[src/rtl/cba_row_readout_ctrl_pkg.sv]
// Shared constants and state encoding for the core-column row readout controller.
package cba_row_readout_ctrl_pkg;

    localparam int NROWS  = 16;
    localparam int ADDR_W = 4;
    localparam int NPIX   = 4;
    localparam int TOT_W  = 4;
    localparam int CNT_W  = 5;

    function automatic int ROW_TOT_W();
        return NPIX * TOT_W;
    endfunction

    localparam int ROW_W  = ROW_TOT_W();
    localparam int DATA_W = ADDR_W + ROW_W;

    typedef enum logic [1:0] {IDLE, SELECT, SEND, DONE} state_t;

endpackage

[src/rtl/cba_row_readout_ctrl_if.sv]
// Request, hit/ToT, output-word handshake and status signals of the row readout controller.
interface cba_row_readout_ctrl_if;
    import cba_row_readout_ctrl_pkg::*;

    logic                     ReadReq;
    logic [NROWS-1:0]         HitIn;
    logic [NROWS*ROW_W-1:0]   TotIn;
    logic [DATA_W-1:0]        DataOut;
    logic                     DataValid;
    logic                     DataReady;
    logic [NROWS-1:0]         ClearRow;
    logic                     Busy;
    logic                     Done;
    logic [CNT_W-1:0]         WordCnt;

    // master: the pixel matrix plus downstream sink; slave: the controller
    modport master (
        output ReadReq, HitIn, TotIn, DataReady,
        input  DataOut, DataValid, ClearRow, Busy, Done, WordCnt
    );
    modport slave (
        input  ReadReq, HitIn, TotIn, DataReady,
        output DataOut, DataValid, ClearRow, Busy, Done, WordCnt
    );

endinterface

[src/rtl/cba_row_readout_ctrl_row_priority_enc.sv]
// Lowest-set-bit encoder: the lowest pending row holds the readout token.
module cba_row_readout_ctrl_row_priority_enc
    import cba_row_readout_ctrl_pkg::*;
(
    input  logic [NROWS-1:0]  pending,
    output logic [ADDR_W-1:0] addr,
    output logic              any
);

    always_comb begin
        addr = '0;
        any  = |pending;
        // descending scan so the lowest set bit wins
        for (int i = NROWS - 1; i >= 0; i--) begin
            if (pending[i]) addr = ADDR_W'(i);
        end
    end

endmodule

[src/rtl/cba_row_readout_ctrl.sv]
// Row readout FSM: snapshots hit rows, emits {addr,ToT} per pending row in ascending order, clears each row on accept.
module cba_row_readout_ctrl
    import cba_row_readout_ctrl_pkg::*;
(
    input  logic                         clk,
    input  logic                         rst,
    cba_row_readout_ctrl_if.slave        bus
);

    state_t             state;
    logic [NROWS-1:0]   pending;
    logic [ADDR_W-1:0]  addr;
    logic [ROW_W-1:0]   data;
    logic [CNT_W-1:0]   cnt;
    logic               data_valid;
    logic               busy;
    logic               done;
    logic [CNT_W-1:0]   word_cnt;

    logic [ADDR_W-1:0]  sel_addr;
    logic               sel_any;
    logic [NROWS-1:0]   addr_onehot;
    logic [NROWS-1:0]   pending_nxt;
    logic               handshake;

    cba_row_readout_ctrl_row_priority_enc u_enc (
        .pending (pending),
        .addr    (sel_addr),
        .any     (sel_any)
    );

    // a handshake coinciding with reset is discarded, so no clear may escape
    assign handshake   = data_valid && bus.DataReady && !rst;
    assign addr_onehot = NROWS'(1) << addr;
    assign pending_nxt = pending & ~addr_onehot;

    always_ff @(posedge clk) begin
        if (rst) begin
            state      <= IDLE;
            pending    <= '0;
            addr       <= '0;
            data       <= '0;
            cnt        <= '0;
            data_valid <= 1'b0;
            busy       <= 1'b0;
            done       <= 1'b0;
            word_cnt   <= '0;
        end else begin
            done     <= 1'b0;
            word_cnt <= '0;
            case (state)
                IDLE: begin
                    if (bus.ReadReq) begin
                        pending <= bus.HitIn;
                        cnt     <= '0;
                        busy    <= 1'b1;
                        state   <= SELECT;
                    end
                end
                SELECT: begin
                    if (!sel_any) begin
                        done     <= 1'b1;
                        word_cnt <= cnt;
                        state    <= DONE;
                    end else begin
                        addr       <= sel_addr;
                        data       <= bus.TotIn[sel_addr*ROW_W +: ROW_W];
                        data_valid <= 1'b1;
                        state      <= SEND;
                    end
                end
                SEND: begin
                    if (bus.DataReady) begin
                        pending    <= pending_nxt;
                        cnt        <= cnt + CNT_W'(1);
                        data_valid <= 1'b0;
                        if (|pending_nxt) begin
                            state <= SELECT;
                        end else begin
                            done     <= 1'b1;
                            word_cnt <= cnt + CNT_W'(1);
                            state    <= DONE;
                        end
                    end
                end
                DONE: begin
                    busy  <= 1'b0;
                    state <= IDLE;
                end
                default: state <= IDLE;
            endcase
        end
    end

    always_comb begin
        bus.ClearRow = '0;
        if (handshake) bus.ClearRow = addr_onehot;
    end

    assign bus.DataOut   = {addr, data};
    assign bus.DataValid = data_valid;
    assign bus.Busy      = busy;
    assign bus.Done      = done;
    assign bus.WordCnt   = word_cnt;

endmodule

[src/flat_wrapper.sv]
// flat-port wrapper written by rule: the top's interface ports become plain ports
module cba_row_readout_ctrl_flat import cba_row_readout_ctrl_pkg::*;
  (clk, rst, bus_ReadReq, bus_HitIn, bus_TotIn, bus_DataReady, bus_DataOut, bus_DataValid, bus_ClearRow, bus_Busy, bus_Done, bus_WordCnt);
  cba_row_readout_ctrl_if bus_i ();
  input  logic clk;
  input  logic rst;
  input wire logic [$bits(bus_i.ReadReq)-1:0] bus_ReadReq;
  input wire logic [$bits(bus_i.HitIn)-1:0] bus_HitIn;
  input wire logic [$bits(bus_i.TotIn)-1:0] bus_TotIn;
  input wire logic [$bits(bus_i.DataReady)-1:0] bus_DataReady;
  output wire logic [$bits(bus_i.DataOut)-1:0] bus_DataOut;
  output wire logic [$bits(bus_i.DataValid)-1:0] bus_DataValid;
  output wire logic [$bits(bus_i.ClearRow)-1:0] bus_ClearRow;
  output wire logic [$bits(bus_i.Busy)-1:0] bus_Busy;
  output wire logic [$bits(bus_i.Done)-1:0] bus_Done;
  output wire logic [$bits(bus_i.WordCnt)-1:0] bus_WordCnt;
  assign bus_i.ReadReq = bus_ReadReq;
  assign bus_i.HitIn = bus_HitIn;
  assign bus_i.TotIn = bus_TotIn;
  assign bus_i.DataReady = bus_DataReady;
  assign bus_DataOut = bus_i.DataOut;
  assign bus_DataValid = bus_i.DataValid;
  assign bus_ClearRow = bus_i.ClearRow;
  assign bus_Busy = bus_i.Busy;
  assign bus_Done = bus_i.Done;
  assign bus_WordCnt = bus_i.WordCnt;
  cba_row_readout_ctrl u_core (.clk(clk), .rst(rst), .bus(bus_i));
endmodule
[config.mk]
export PLATFORM = sky130hd
export DESIGN_NAME = cba_row_readout_ctrl_flat
export DESIGN_NICKNAME = d
export VERILOG_FILES = /design/src/rtl/cba_row_readout_ctrl_pkg.sv /design/src/rtl/cba_row_readout_ctrl_if.sv /design/src/rtl/cba_row_readout_ctrl_row_priority_enc.sv /design/src/rtl/cba_row_readout_ctrl.sv /design/src/flat_wrapper.sv
export SDC_FILE = /design/constraint.sdc
export NUM_CORES = 1
export LEC_CHECK = 0
export CAP_MARGIN = 20
export CORE_AREA = 2 2 126 128
export CTS_CLUSTER_DIAMETER = 80
export CTS_CLUSTER_SIZE = 10
export DETAILED_ROUTE_END_ITERATION = 12
export DIE_AREA = 0 0 128 130
export PLACE_DENSITY_LB_ADDON = 0.3
export SETUP_SLACK_MARGIN = 0.15
export SLEW_MARGIN = 20
export SYNTH_ARGS = -nofsm -noshare
export SYNTH_HDL_FRONTEND = slang
export SYNTH_HIERARCHICAL = 1
export SYNTH_SLANG_ARGS = --single-unit
[constraint.sdc]
create_clock -name clk -period 3.1 [get_ports clk]
set_clock_uncertainty 0.15 [all_clocks]
set_input_delay 0.62 -clock clk [delete_from_list [all_inputs] [get_ports clk]]
set_output_delay 0.62 -clock clk [all_outputs]
set_load 0.05 [all_outputs]
==> impl_metrics.env <==
export IMPL_status="finished clean"
export IMPL_via_per_inst=5.48
export IMPL_syn_to_final_growth_pct=84.9
export IMPL_critPathCaptureType="register"
export IMPL_fmax_mhz=343
export IMPL_critPathLaunch="u_core/pending[15]"
export IMPL_critPathSlowestCell="mux4_2"
export IMPL_internal_power_mw=3.95
export IMPL_ys_warn_count=6
export IMPL_power_density_mw_per_mm2=797
export IMPL_drcViolationCount=0
export IMPL_synthesis_nets=768
export IMPL_muxShareOfSynthArea=0.390
export IMPL_reg2reg_from="u_core/pending[15]"
export IMPL_drv_slew=0
export IMPL_synth_area_leader_cell="mux4_2"
export IMPL_htree_levels=2
export IMPL_clock_sinks=51
export IMPL_yosysUniqueCellTypes=52
export IMPL_r2r_cells=9
export IMPL_critPathKind="reg -> reg"
export IMPL_chipWidth_um=128
export IMPL_grt_setup_unrepaired="true"
export IMPL_portBuffers=319
export IMPL_routed_wl_um=21100
export IMPL_synthArstFlopShare=0
export IMPL_clkPwrFrac=0.093
export IMPL_setup_tns_ps=0
export IMPL_max_stage_delay_ps=520
export IMPL_stdcell_count=989
export IMPL_ioPinCount=320
export IMPL_period_share=0.940
export IMPL_clock_latency_ps=300
export IMPL_path_buf_inv=2
export IMPL_synth_area_mm2=0.00463
export IMPL_dieArea_mm2=0.0166
export IMPL_dr_pass1_iters=7
export IMPL_cts_buffers=5
export IMPL_ys_dominant_reg_cell="dfxtp_1"
export IMPL_p_seq_frac=0.150
export IMPL_swShare=0.422
export IMPL_root_buffer="clkbuf_16"
export IMPL_wl_per_cell_um=21.3
export IMPL_hold_violations=0
export IMPL_place_hpwl_um=16600
export IMPL_pwr_share_comb=0.757
export IMPL_fin_crit_ps=2910
export IMPL_min_path_type="reg -> reg"
export IMPL_drive_gt1_frac=0.198
export IMPL_required_ps=3110
export IMPL_initial_core_util=0.300
export IMPL_rrSetupSlack_ps=190
export IMPL_ant_nets=0
export IMPL_synth_seq_area_share=0.220
export IMPL_grt_max_degree=47
export IMPL_cp_cell_sequence="a21oi_1, o311a_1, o22ai_4, buf_4, buf_16, mux4_2, mux4_2, nand2_1, a21oi_1"
export IMPL_synth_compound_area_frac=0.146
export IMPL_cts_max_path_buffers=2
export IMPL_place_gp_congestion=0.869
export IMPL_r2r_end="u_core/data[14]"
export IMPL_cp_top_family="multiplexers"
export IMPL_antenna_found_initial=1
export IMPL_avgSynthCellArea_um2=9.52
export IMPL_maxCapViolCount=0
export IMPL_die_h_um=130
export IMPL_core_area_mm2=0.0154
export IMPL_setup_viol=0
export IMPL_rows=46
export IMPL_p_total_mw=6.83
export IMPL_synthTopCellsByArea="mux4_2 (36%), dfxtp_1 (22%), a21oi_1 (7.1%), nand2_1 (5.4%), nor2_1 (4.2%)"
export IMPL_synth_seq_cells=51
export IMPL_switchingPower_mw=2.88
export IMPL_leakagePower_nw=2.98
export IMPL_overflow=0
export IMPL_crit_cells=9
export IMPL_synthAdderAreaFrac=0.0135
export IMPL_irDropWorstVdd_uv=501
export IMPL_cp_start_kind="register"
export IMPL_grt_use_total=0.239
export IMPL_worst_slew_pin_slew_ps=636
export IMPL_synthXorXnorAreaFrac=0.00378
export IMPL_synthSimpleGateAreaFrac=0.178
export IMPL_drt_iter0_markers=505
export IMPL_cts_tree="built"
export IMPL_clk_pin_slew_ps=80
export IMPL_post_place_cells=976
export IMPL_relSlewSlack=0.575
export IMPL_synth_top_family_by_area="multiplexers"
export IMPL_path_max_fanout=18
export IMPL_synth_edf_count=0
export IMPL_crit_end="u_core/data[14]"
export IMPL_syn_inst=487
export IMPL_grt_pass1_wl_um=30900
export IMPL_synth_top_cell_area_share=0.364
export IMPL_grt_pass1_vias=5598
export IMPL_worstPathArrival_ps=2930
export IMPL_final_nets=1077
export IMPL_num_vias=5421
synthesized netlist by cell type (5+ instances only):
master and instances:
nand2b_1 7, a21oi_1 66, buf_1 6, dfxtp_1 51, a21o_1 12, o21ai_0 10, mux2i_1 5, mux2_2 6
a221oi_1 5, clkbuf_1 24, nand2_1 67, ha_1 5, mux4_2 75, nand3_1 6, nor2_1 52, inv_1 10
nor3_1 13, o21ai_1 5, buf_2 10
flip-flops by register name (all words and copies together) (netlist names):
name / cells
u_core/addr: 4
u_core/bus.Busy: 1
u_core/bus.DataValid: 1
u_core/bus.Done: 1
u_core/bus.WordCnt: 5
u_core/cnt: 5
u_core/data: 16
u_core/pending: 16
u_core/state: 2
repair_timing:
item,4_1_cts,5_1_grt
gates resized for setup,5,16
endpoints found under the setup margin,13,29
endpoints found under the hold margin,0,0
hold buffers,0,0
setup buffers,1,2
cloned,1,1
pin swaps,1,3
stage by stage:
stage | worst slack [ps] | hold slack (ps) | area [um^2] | util
2_1_floorplan | 121 | 302 | 4640 | -
3_3_place_gp | 73.2 | 293 | 8280 | 0.537
3_5_place_dp | 29.0 | 302 | 8280 | 0.537
4_1_cts | 141 | 314 | 8480 | 0.550
5_1_grt | 126 | 334 | 8570 | 0.555
6_report | 185 | 315 | 8570 | 0.556
worst min-delay path, delay by kind of cell (launching register included):
kind / cells / cell delay [ps]
AO/OA/AOI/OAI: 1 / 50
AND/OR/NAND/NOR: 1 / 50
flip-flops: 1 / 320
area by class of cell:
type	count	area (um^2)
fillers	1345	6860
clock inverters	2	37.5
repair buffers	345	3630
multi-input cells	383	3470
clock buffers	5	125
diodes	1	2.50
flip-flops and latches	51	1030
well taps	192	240
inverters	10	37.5
cells in the final DEF (no fill, tap or decap), drive strengths merged, types with 2 or more instances in the layout:
| cell type | count |
|---|---|
| a31oi | 2 |
| nand4bb | 2 |
| nand4 | 2 |
| or3 | 2 |
| o21ai | 15 |
| or2 | 2 |
| nand3 | 7 |
| buf | 42 |
| a221oi | 5 |
| mux2i | 5 |
| dfxtp | 51 |
| nand2b | 7 |
| clkdlybuf4s50 | 302 |
| a211oi | 2 |
| a21oi | 66 |
| nor2 | 54 |
| clkbuf | 6 |
| or3b | 2 |
| nor3 | 13 |
| o31ai | 3 |
| a21o | 12 |
| mux2 | 6 |
| nor4 | 3 |
| ha | 5 |
| nand4b | 3 |
| and3 | 3 |
| xor2 | 2 |
| mux4 | 75 |
| nand2 | 67 |
| nor2b | 3 |
| inv | 10 |
| o22ai | 3 |
kinds of logic after synthesis:
group                    count (synthesis)
adder cells (fa/ha/maj)                  5
buffers and inverters                   53
AO/OA/AOI/OAI                          116
AND/OR/NAND/NOR                        174
multiplexers                            86
XOR/XNOR                                 2
flip-flops                              51
per-layer routing:
metal  track usage  wire length [um]  up-vias
met5             0                 0        -
met4        0.0614               535        0
met1         0.300              8260     2650
li1              -                 -     2475
met3        0.0394              1360       36
met2         0.430             10900      260
power by group through the flow:
stage	clock, mW	sequential, mW	combinational [mW]
floorplan	0	1.32	3.20
global placement	0	1.02	4.88
detailed placement	0	1.03	4.95
CTS	0.646	1.02	5.07
global route	0.669	1.05	5.48
finish	0.635	1.03	5.17
how the worst min path moves through the flow:
stage / startpoint / to / slack, ps / cells after the start
2_1_floorplan: u_core/cnt[4] / u_core/bus.WordCnt[4] / 300 / 2
3_5_place_dp: u_core/data[0] / u_core/data[0] / 300 / 2
6_report: u_core/data[5] / u_core/data[5] / 310 / 2
4_1_cts: u_core/data[5] / u_core/data[5] / 310 / 2
5_1_grt: u_core/data[14] / u_core/data[14] / 330 / 2
3_3_place_gp: u_core/data[13] / u_core/data[13] / 290 / 2
Power figures use the tool's default switching activity.
